File: src/rtl/jtag_tap_pkg.sv
`default_nettype none
// ============================================================================
//  Module   : jtag_tap_pkg
//  Purpose  : TAP state encoding, IR opcodes and the 1149.1 next-state function.
//  Revision : 1.0 - initial release
// ============================================================================
package jtag_tap_pkg;

  typedef enum logic [3:0] {
    TestLogicReset = 4'h0,
    RunTestIdle    = 4'h1,
    SelectDrScan   = 4'h2,
    CaptureDr      = 4'h3,
    ShiftDr        = 4'h4,
    Exit1Dr        = 4'h5,
    PauseDr        = 4'h6,
    Exit2Dr        = 4'h7,
    UpdateDr       = 4'h8,
    SelectIrScan   = 4'h9,
    CaptureIr      = 4'hA,
    ShiftIr        = 4'hB,
    Exit1Ir        = 4'hC,
    PauseIr        = 4'hD,
    Exit2Ir        = 4'hE,
    UpdateIr       = 4'hF
  } tap_state_e;

  localparam logic [4:0] IR_IDCODE  = 5'h01;
  localparam logic [4:0] IR_DTMCS   = 5'h10;
  localparam logic [4:0] IR_DMI     = 5'h11;
  localparam logic [4:0] IR_BYPASS  = 5'h1F;
  localparam logic [4:0] IR_CAPTURE = 5'h01;

  function automatic tap_state_e tap_next(input tap_state_e s, input logic tms);
    tap_state_e n;
    case (s)
      TestLogicReset: n = tms ? TestLogicReset : RunTestIdle;
      RunTestIdle:    n = tms ? SelectDrScan   : RunTestIdle;
      SelectDrScan:   n = tms ? SelectIrScan   : CaptureDr;
      CaptureDr:      n = tms ? Exit1Dr        : ShiftDr;
      ShiftDr:        n = tms ? Exit1Dr        : ShiftDr;
      Exit1Dr:        n = tms ? UpdateDr       : PauseDr;
      PauseDr:        n = tms ? Exit2Dr        : PauseDr;
      Exit2Dr:        n = tms ? UpdateDr       : ShiftDr;
      UpdateDr:       n = tms ? SelectDrScan   : RunTestIdle;
      SelectIrScan:   n = tms ? TestLogicReset : CaptureIr;
      CaptureIr:      n = tms ? Exit1Ir        : ShiftIr;
      ShiftIr:        n = tms ? Exit1Ir        : ShiftIr;
      Exit1Ir:        n = tms ? UpdateIr       : PauseIr;
      PauseIr:        n = tms ? Exit2Ir        : PauseIr;
      Exit2Ir:        n = tms ? UpdateIr       : ShiftIr;
      UpdateIr:       n = tms ? SelectDrScan   : RunTestIdle;
      default:        n = TestLogicReset;
    endcase
    return n;
  endfunction

endpackage
`default_nettype wire

File: src/rtl/jtag_sync_edge.sv
`default_nettype none
// ============================================================================
//  Module   : jtag_sync / jtag_sync_edge
//  Purpose  : Multi-flop pin synchroniser, and a 1-bit variant with edge detect.
//  Revision : 1.0 - initial release
// ============================================================================
module jtag_sync #(
  parameter int unsigned Width      = 1,
  parameter int unsigned SyncStages = 2
) (
  input  logic             clk_sys_i,
  input  logic             rst_sys_ni,
  input  logic [Width-1:0] d_i,
  output logic [Width-1:0] q_o
);

  logic [SyncStages-1:0][Width-1:0] sync_q, sync_d;

  always_comb begin
    sync_d = {sync_q[SyncStages-2:0], d_i};
  end

  always_ff @(posedge clk_sys_i or negedge rst_sys_ni) begin
    if (!rst_sys_ni) sync_q <= '0;
    else             sync_q <= sync_d;
  end

  assign q_o = sync_q[SyncStages-1];

endmodule

module jtag_sync_edge #(
  parameter int unsigned SyncStages = 2
) (
  input  logic clk_sys_i,
  input  logic rst_sys_ni,
  input  logic d_i,
  output logic rise_o,
  output logic fall_o
);

  logic                level;
  logic                prev_q, prev_d;
  logic [SyncStages:0] armed_q, armed_d;

  jtag_sync #(.Width(1), .SyncStages(SyncStages)) u_sync (
    .clk_sys_i  (clk_sys_i),
    .rst_sys_ni (rst_sys_ni),
    .d_i        (d_i),
    .q_o        (level)
  );

  // Edges stay masked until prev_q holds a genuine pin sample, so a pin
  // already high at reset release is never mistaken for a rise.
  always_comb begin
    prev_d  = level;
    armed_d = {armed_q[SyncStages-1:0], 1'b1};
  end

  always_ff @(posedge clk_sys_i or negedge rst_sys_ni) begin
    if (!rst_sys_ni) begin
      prev_q  <= 1'b0;
      armed_q <= '0;
    end else begin
      prev_q  <= prev_d;
      armed_q <= armed_d;
    end
  end

  assign rise_o = armed_q[SyncStages] &  level & ~prev_q;
  assign fall_o = armed_q[SyncStages] & ~level &  prev_q;

endmodule
`default_nettype wire

File: src/rtl/jtag_tap_sampled.sv
`default_nettype none
// ============================================================================
//  Module   : jtag_tap_sampled
//  Purpose  : Oversampled JTAG TAP with IR/IDCODE/BYPASS and DTMCS/DMI strobes.
//             Optional JTAG_TAP_TRST_EN makes a low trst_ni force Test-Logic-Reset.
//  Revision : 1.0 - initial release
// ============================================================================
module jtag_tap_sampled
  import jtag_tap_pkg::*;
#(
  parameter int unsigned IrLength    = 5,
  parameter logic [31:0] IdcodeValue = 32'h1000_0CDF,
  parameter int unsigned SyncStages  = 2
) (
  input  logic       clk_sys_i,
  input  logic       rst_sys_ni,
  input  logic       tck_i,
  input  logic       tms_i,
  input  logic       trst_ni,
  input  logic       td_i,
  output logic       td_o,
  output logic       td_oe_o,
  output logic [3:0] tap_state_o,
  output logic       dtmcs_sel_o,
  output logic       dmi_sel_o,
  output logic       capture_dr_o,
  output logic       shift_dr_o,
  output logic       update_dr_o,
  output logic       dr_tdi_o,
  input  logic       dtmcs_tdo_i,
  input  logic       dmi_tdo_i
);

  localparam logic [IrLength-1:0] IrIdcode  = IrLength'(IR_IDCODE);
  localparam logic [IrLength-1:0] IrDtmcs   = IrLength'(IR_DTMCS);
  localparam logic [IrLength-1:0] IrDmi     = IrLength'(IR_DMI);
  localparam logic [IrLength-1:0] IrCapture = IrLength'(IR_CAPTURE);

  tap_state_e          state_q, state_d;
  logic [IrLength-1:0] ir_q, ir_d, ir_shift_q, ir_shift_d;
  logic [31:0]         idcode_q, idcode_d;
  logic                bypass_q, bypass_d;
  logic                td_q, td_d, td_oe_q, td_oe_d;
  logic                capture_q, capture_d, shift_q, shift_d, update_q, update_d;
  logic                dr_tdi_q, dr_tdi_d;

  logic tck_rise, tck_fall, tms_s, tdi_s, trst_n_s, force_tlr;
  logic idcode_sel, dtmcs_sel, dmi_sel, bypass_sel, dr_tdo, rise_ok;

  jtag_sync_edge #(.SyncStages(SyncStages)) u_tck_sync (
    .clk_sys_i  (clk_sys_i),
    .rst_sys_ni (rst_sys_ni),
    .d_i        (tck_i),
    .rise_o     (tck_rise),
    .fall_o     (tck_fall)
  );

  jtag_sync #(.Width(3), .SyncStages(SyncStages)) u_pin_sync (
    .clk_sys_i  (clk_sys_i),
    .rst_sys_ni (rst_sys_ni),
    .d_i        ({tms_i, td_i, trst_ni}),
    .q_o        ({tms_s, tdi_s, trst_n_s})
  );

`ifdef JTAG_TAP_TRST_EN
  assign force_tlr = ~trst_n_s;
`else
  logic unused_trst_n;
  assign unused_trst_n = trst_n_s;
  assign force_tlr     = 1'b0;
`endif

  assign idcode_sel = (ir_q == IrIdcode);
  assign dtmcs_sel  = (ir_q == IrDtmcs);
  assign dmi_sel    = (ir_q == IrDmi);
  assign bypass_sel = ~(idcode_sel | dtmcs_sel | dmi_sel);
  assign dr_tdo     = idcode_sel ? idcode_q[0] :
                      dtmcs_sel  ? dtmcs_tdo_i :
                      dmi_sel    ? dmi_tdo_i   : bypass_q;
  assign rise_ok    = tck_rise & ~force_tlr;

  always_ff @(posedge clk_sys_i or negedge rst_sys_ni) begin
    if (!rst_sys_ni) state_q <= TestLogicReset;
    else             state_q <= state_d;
  end

  always_comb begin
    state_d = state_q;
    if (force_tlr)    state_d = TestLogicReset;
    else if (tck_rise) state_d = tap_next(state_q, tms_s);
  end

  // Shift/update actions key off the state held before the rise.
  always_comb begin
    ir_d       = ir_q;
    ir_shift_d = ir_shift_q;
    idcode_d   = idcode_q;
    bypass_d   = bypass_q;
    td_d       = td_q;
    td_oe_d    = td_oe_q;
    capture_d  = 1'b0;
    shift_d    = 1'b0;
    update_d   = 1'b0;
    dr_tdi_d   = tdi_s;
    if (rise_ok) begin
      case (state_q)
        CaptureIr: ir_shift_d = IrCapture;
        ShiftIr:   ir_shift_d = {tdi_s, ir_shift_q[IrLength-1:1]};
        UpdateIr:  ir_d = ir_shift_q;
        CaptureDr: begin
          capture_d = 1'b1;
          bypass_d  = 1'b0;
          if (idcode_sel) idcode_d = IdcodeValue;
        end
        ShiftDr: begin
          shift_d = 1'b1;
          if (idcode_sel) idcode_d = {tdi_s, idcode_q[31:1]};
          if (bypass_sel) bypass_d = tdi_s;
        end
        UpdateDr:  update_d = 1'b1;
        default:   ;
      endcase
    end
    if (tck_fall) begin
      td_oe_d = (state_q == ShiftIr) || (state_q == ShiftDr);
      if (state_q == ShiftIr)      td_d = ir_shift_q[0];
      else if (state_q == ShiftDr) td_d = dr_tdo;
    end
    if (state_q == TestLogicReset || force_tlr) ir_d = IrIdcode;
  end

  always_ff @(posedge clk_sys_i or negedge rst_sys_ni) begin
    if (!rst_sys_ni) begin
      ir_q       <= IrIdcode;
      ir_shift_q <= '0;
      idcode_q   <= '0;
      bypass_q   <= 1'b0;
      td_q       <= 1'b0;
      td_oe_q    <= 1'b0;
      capture_q  <= 1'b0;
      shift_q    <= 1'b0;
      update_q   <= 1'b0;
      dr_tdi_q   <= 1'b0;
    end else begin
      ir_q       <= ir_d;
      ir_shift_q <= ir_shift_d;
      idcode_q   <= idcode_d;
      bypass_q   <= bypass_d;
      td_q       <= td_d;
      td_oe_q    <= td_oe_d;
      capture_q  <= capture_d;
      shift_q    <= shift_d;
      update_q   <= update_d;
      dr_tdi_q   <= dr_tdi_d;
    end
  end

  assign td_o         = td_q;
  assign td_oe_o      = td_oe_q;
  assign tap_state_o  = state_q;
  assign dtmcs_sel_o  = dtmcs_sel;
  assign dmi_sel_o    = dmi_sel;
  assign capture_dr_o = capture_q;
  assign shift_dr_o   = shift_q;
  assign update_dr_o  = update_q;
  assign dr_tdi_o     = dr_tdi_q;

endmodule
`default_nettype wire

File: config.mk
export PLATFORM = sky130hd
export DESIGN_NAME = jtag_tap_sampled
export DESIGN_NICKNAME = d
export VERILOG_FILES = /design/src/rtl/jtag_tap_pkg.sv /design/src/rtl/jtag_sync_edge.sv /design/src/rtl/jtag_tap_sampled.sv
export SDC_FILE = /design/constraint.sdc
export NUM_CORES = 1
export LEC_CHECK = 0
export ABC_CLOCK_PERIOD_IN_PS = 4300
export CAP_MARGIN = 20
export CORE_MARGIN = 2
export CORE_UTILIZATION = 39
export CTS_CLUSTER_SIZE = 8
export DETAILED_ROUTE_END_ITERATION = 16
export PLACE_DENSITY = 0.56
export SKIP_LAST_GASP = 1
export SLEW_MARGIN = 0
export SYNTH_ARGS = -nofsm -noshare
export SYNTH_HDL_FRONTEND = slang
export SYNTH_SLANG_ARGS = --single-unit
File: constraint.sdc
create_clock -name clk_sys_i -period 4.3 [get_ports clk_sys_i]
set_clock_uncertainty 0.2 [all_clocks]
set_input_delay 0.86 -clock clk_sys_i [delete_from_list [all_inputs] [get_ports clk_sys_i]]
set_output_delay 0.86 -clock clk_sys_i [all_outputs]
set_load 0.005 [all_outputs]
* Word level (Yosys, flattened, before mapping)
Index checks and enable logic that the tools add are counted.
** Word-level totals
- Flip-flop bits (word level) :: 65
- Word-level logic and storage cells :: 94
** Operators by class
- Equality and inequality tests :: 21
- Muxes and demuxes :: 33
- Bitwise operators :: 8
- Reduce and logical (&&, ||, !) cells :: 15
** Operators with widths (count)
- $mux W32 :: 2
- $pmux W32 S2 :: 1
- $pmux W4 S12 :: 1
- $eq A4 B4 Y1 const B :: 8
- $eq A4 B3 Y1 const B :: 4
- $mux W4 :: 4
- $mux W1 :: 15
- $mux W5 :: 3
- $eq A5 B5 Y1 const B :: 2
- $pmux W5 S2 :: 1
- $reduce_bool A2 Y1 :: 5
- $eq A4 B2 Y1 const B :: 2
- $mux W2 :: 3
- $mux W3 :: 2
- $ne A2 B2 Y1 const B :: 3
- $reduce_and A2 Y1 :: 3
- $eq A5 B1 Y1 const B :: 1
- $and A1 B1 Y1 :: 4
- $eq A4 B1 Y1 const B :: 1
- $logic_not A4 Y1 :: 1
- $reduce_and A4 Y1 :: 1
- $reduce_or A2 Y1 :: 2
- $reduce_and A3 Y1 :: 1
- $reduce_or A3 Y1 :: 1
- other kinds (4) :: 6

* Logic depth before layout (Yosys ltp)
- Depth in word-level cells :: 6
- Mapped depth :: 6
- Gate-level depth less buffers :: 4

* Modules after synthesis
From an unflattened synthesis, not the netlist that was laid out.
** Second synthesis, totals
- Cells, all modules :: 216
- Area, all modules :: 2627.5 um^2
** By module, submodules not included
- jtag_tap_sampled :: times used 1, cells an instance 201, area each 2306.0 um^2, sequential area each 1327.5 um^2
- jtag_sync at u_pin_sync :: times used 1, cells an instance 6, area each 150.1 um^2, sequential area each 150.1 um^2
- jtag_sync_edge :: times used 1, cells an instance 7, area each 121.4 um^2, sequential area each 100.1 um^2
- jtag_sync at u_tck_sync.u_sync :: times used 1, cells an instance 2, area each 50.0 um^2, sequential area each 50.0 um^2

* Worst setup path before layout
OpenSTA, ideal clock, no wires.
- Kind :: flip-flop to flip-flop
- Start point :: register ir_q[1]
- End point :: register idcode_q[12]
- Arrival time :: 1.639 ns
- Setup slack :: 2.340 ns
- Stages on the path, launching flop included :: 6
- Period minus slack after synthesis :: 1.960 ns
- Cells stage by stage :: dfrtp_1 nor3_4 nand3b_2 or4_4 buf_6 a22o_1
** Between the ends
- Cells in the longest elaborated chain, start to end :: 3
- Elaborated cells between the ends (all ways) :: 4
- Classes of those cells :: eq/ne: 3; reduce/logical: 1
** RTL lines
- start, declared :: RTL line jtag_tap_sampled.sv:40 : logic [IrLength-1:0] ir_q, ir_d, ir_shift_q, ir_shift_d;
- start signal, assigned :: RTL line jtag_tap_sampled.sv:134 : ir_q <= IrIdcode;
- start signal, assigned :: RTL line jtag_tap_sampled.sv:145 : ir_q <= ir_d;
- $eq A5 B1 Y1 (*) :: RTL line jtag_tap_sampled.sv:73 : assign idcode_sel = (ir_q == IrIdcode);
- $ne A2 B2 Y1 (no source line)
- $reduce_and A4 Y1 (no source line) (*)
- end signal, assigned :: RTL line jtag_tap_sampled.sv:147 : idcode_q <= idcode_d;
- end, declared :: RTL line jtag_tap_sampled.sv:41 : logic [31:0] idcode_q, idcode_d;
Mark *: on every way between the ends. The rest lies on a longest branch, timed or not.
A chain may end at the register's enable or synchronous reset.

* Worst setup path after layout
- Start point :: register state_q[0], in the netlist tap_state_o[0]
- End point :: output tap_state_o[0]
** RTL lines
- start, declared :: RTL line jtag_tap_sampled.sv:39 : tap_state_e state_q, state_d;
- start signal, assigned :: RTL line jtag_tap_sampled.sv:83 : if (!rst_sys_ni) state_q <= TestLogicReset;
- start signal, assigned :: RTL line jtag_tap_sampled.sv:84 : else state_q <= state_d;
- end, declared :: RTL line jtag_tap_sampled.sv:23 : output logic [3:0] tap_state_o,
No word-level cell between the ends.

==> impl_metrics.py <==
metrics = {
    "cts": {
        "cts_hold_buf": 0,
        "cts_resized": 0,
        "cts_setup_buffers": 0,
        "clock_sinks": 63,
        "cts_buffers": 9,
        "cts_root_buf": "clkbuf_8",
        "clockBufferDepth": 2,
        "clock_latency_ns": 0.34,
        "htree_levels": 3,
        "worst_setup_hold_path_clk_slew_ns": 0.08,
        "cts_tree": "done",
    },
    "detailed_routing": {
        "ant_nets": 0,
        "wl_per_cell_um": 15.0,
        "totalWireLength_mm": 4.82,
        "drcViolationCount": 0,
        "via_per_inst": 5.37,
        "dr.pass1.iters": 6,
        "drt_iter0_markers": 158,
        "num_vias": 1725,
    },
    "timing": {
        "setup_slack_ns": 1.42,
        "rsz0062_at_grt": "no",
        "fin_setup_tns_ns": 0,
        "timing.final.crit_share": 0.671,
        "setup-violations-final": 0,
        "relSlewSlack": 0.403,
        "slew_viol_final": 0,
        "finalHoldViolations": 0,
        "tightest_slew_ns": 0.887,
        "max_freq_mhz": 347,
        "period_minus_slack_ns": 2.88,
    },
    "yosys": {
        "yosys-top-cells-area": "dfrtp_1 (59%), a22o_1 (7.4%), nand2_1 (3.7%)",
        "syn_area_um2": 2610,
        "ys_warn_count": 0,
        "synthArstFlopShare": 1.00,
        "synth_edf_count": 0,
        "syn_inst": 222,
        "synth-seq-cells": 63,
        "yosysTopAreaCell": "dfrtp_1",
        "syn_avg_cell_area_um2": 11.8,
        "synth_cell_type_count": 45,
        "yosysSeqAreaShare": 0.605,
        "synth_top_flop_cell": "dfrtp_1",
        "syn_nets": 230,
        "synth.top_cell.area_share": 0.594,
    },
    "floorplan": {
        "die_area_um2": 7360,
        "chipHeight_um": 85.8,
        "core_um2": 6420,
        "die_x_um": 85.8,
        "rows": 29,
        "start_util": 0.406,
        "io_pins": 20,
    },
    "global_route": {
        "gr-total-overflow": 0,
        "grt_pass1_wl_mm": 8.76,
        "grt_usage": 0.156,
        "antenna_found_initial": 0,
        "grt_max_degree": 47,
        "grt_pass1_vias": 1721,
    },
    "finish": {
        "final_cell_mix": "dfrtp_1 (62), nand2_1 (26), a22o_1 (22), clkdlybuf4s50_1 (17), o21ai_0 (16)",
        "fin_nets": 247,
        "insertedDiodeCount": 0,
        "multi_input_area_um2": 937,
        "synthToLayoutAreaGrowth_pct": 16.9,
        "final_common_cell": "dfrtp_1",
        "seqCellArea_um2": 1580,
        "drive_gt1_frac": 0.143,
        "utilization": 0.475,
        "fill_cells": 613,
        "design_area_um2": 3050,
    },
    "worst_setup_path": {
        "end_kind": "primary output",
        "cp-start-kind": "register",
        "slowest_stage": "dfrtp_1",
        "cp_slowest_stage_delay_ns": 0.85,
        "worstSetupPathType": "register to primary output",
        "crit_buf_inv": 1,
        "rr_startpoint": "tap_state_o[0]",
        "path_delay_family": "flip-flops",
        "crit_chain": "clkdlybuf4s50_1",
        "worstPathRequired_ns": 3.24,
        "crit_fanout": 24,
        "cp_data_arrival_time_ns": 1.82,
        "crit_start": "tap_state_o[0]",
    },
    "run": {
        "maxCapViolations": 0,
    },
    "pwr": {
        "peakVddDrop_mv": 0.219,
        "p_leak_nw": 1.34,
        "powerDensity_nw_per_um2": 554,
        "total_power_mw": 1.69,
    },
    "placement": {
        "placed_area_um2": 2820,
        "gp_congestion": 0.772,
        "place_ws_ns": 1.78,
        "io_buffers": 18,
        "hpwl_mm": 2.99,
    },
    "hold_path": {
        "worstHoldStart": "u_pin_sync.sync_d[5]",
        "min_path_type": "register to register",
    },
    "status": {
        "outcome": "finished, final reports clean",
    },
}
[through the flow]
stage / hold WS [ns] / instances
6_report: 0.145 / 321
5_1_grt: 0.156 / 321
4_1_cts: 0.151 / 320
3_5_place_dp: 0.136 / 304
3_3_place_gp: 0.132 / 304
2_1_floorplan: 0.131 / 222
[routing by layer]
layer,wire (um),track usage
met1,2620,0.240
met4,98,0.0851
met3,206,0.0472
met5,0,0
met2,1900,0.193
[cell usage after synthesis, types with 2 or more instances]
| library cell | instances |
|---|---|
| nor2b_1 | 3 |
| nand4_1 | 3 |
| a22o_2 | 2 |
| nand3_1 | 3 |
| buf_2 | 7 |
| a22o_1 | 22 |
| nand2b_1 | 2 |
| a31oi_1 | 2 |
| nand2_1 | 26 |
| o21ai_0 | 16 |
| nor4_2 | 2 |
| buf_6 | 2 |
| and4b_1 | 2 |
| o31ai_1 | 3 |
| or2_2 | 2 |
| inv_1 | 4 |
| dfrtp_1 | 62 |
| o22a_1 | 10 |
| clkbuf_1 | 6 |
| nor2_1 | 7 |
| nand3b_1 | 3 |
| nor3b_1 | 2 |
| a21oi_1 | 9 |
[cell families after synthesis]
kind of cell,synth area share
AOI/OAI and AO/OA,0.198
xor gates and xnor gates,0.00336
DFF,0.605
and+or+nand+nor,0.152
muxes,0.00384
buffers and inverters,0.0364
other,0.00144
[registers in the layout (all words and copies together) (netlist names)]
name                      flops
dr_tdi_o                      1
ir_q                          5
td_oe_o                       1
u_tck_sync.armed_q            3
td_o                          1
u_tck_sync.u_sync.q_o         1
u_pin_sync.sync_d             2
bypass_q                      1
shift_dr_o                    1
u_tck_sync.u_sync.sync_d      1
u_pin_sync.q_o                2
ir_shift_q                    5
tap_state_o                   4
u_tck_sync.prev_q             1
idcode_q                     32
update_dr_o                   1
capture_dr_o                  1
[worst reg2reg max path: cells and delay by family, from the launching register on]
| family | cells | cell delay, ns |
|---|---|---|
| AO/OA/AOI/OAI | 1 | 0.19 |
| buffers and inverters | 1 | 0.24 |
| flip-flops | 1 | 0.85 |
| AND/OR/NAND/NOR | 1 | 0.69 |
[path summary, 6_finish.rpt]
| kind | to | slack (ns) | cells after the start |
|---|---|---|---|
| max | tap_state_o[0] | 1.42 | 1 |
| min | u_pin_sync.q_o[2] | 0.14 | 0 |
| max reg2reg | ir_q[1] | 1.99 | 3 |
| min reg2reg | u_pin_sync.q_o[2] | 0.14 | 0 |
| max in group asynchronous | idcode_q[5] | 2.82 | 3 |
| min in group asynchronous | tap_state_o[1] | 0.28 | 1 |
[area by class of cell]
class,count,area share
sequential,63,0.517
multi-input combinational,140,0.307
timing repair buffer,21,0.0714
clock buffer,10,0.0451
tap,77,0.0316
clock inverter,6,0.0226
inverter,4,0.00492
[power breakdown]
| part | leakage (nW) | switching, mW | internal [mW] |
|---|---|---|---|
| Sequential | 0.819 | 0.139 | 0.692 |
| Combinational | 0.415 | 0.140 | 0.192 |
| Clock | 0.103 | 0.243 | 0.286 |
| Total | 1.34 | 0.521 | 1.17 |
No activity file was read; power rests on OpenSTA's default activity.
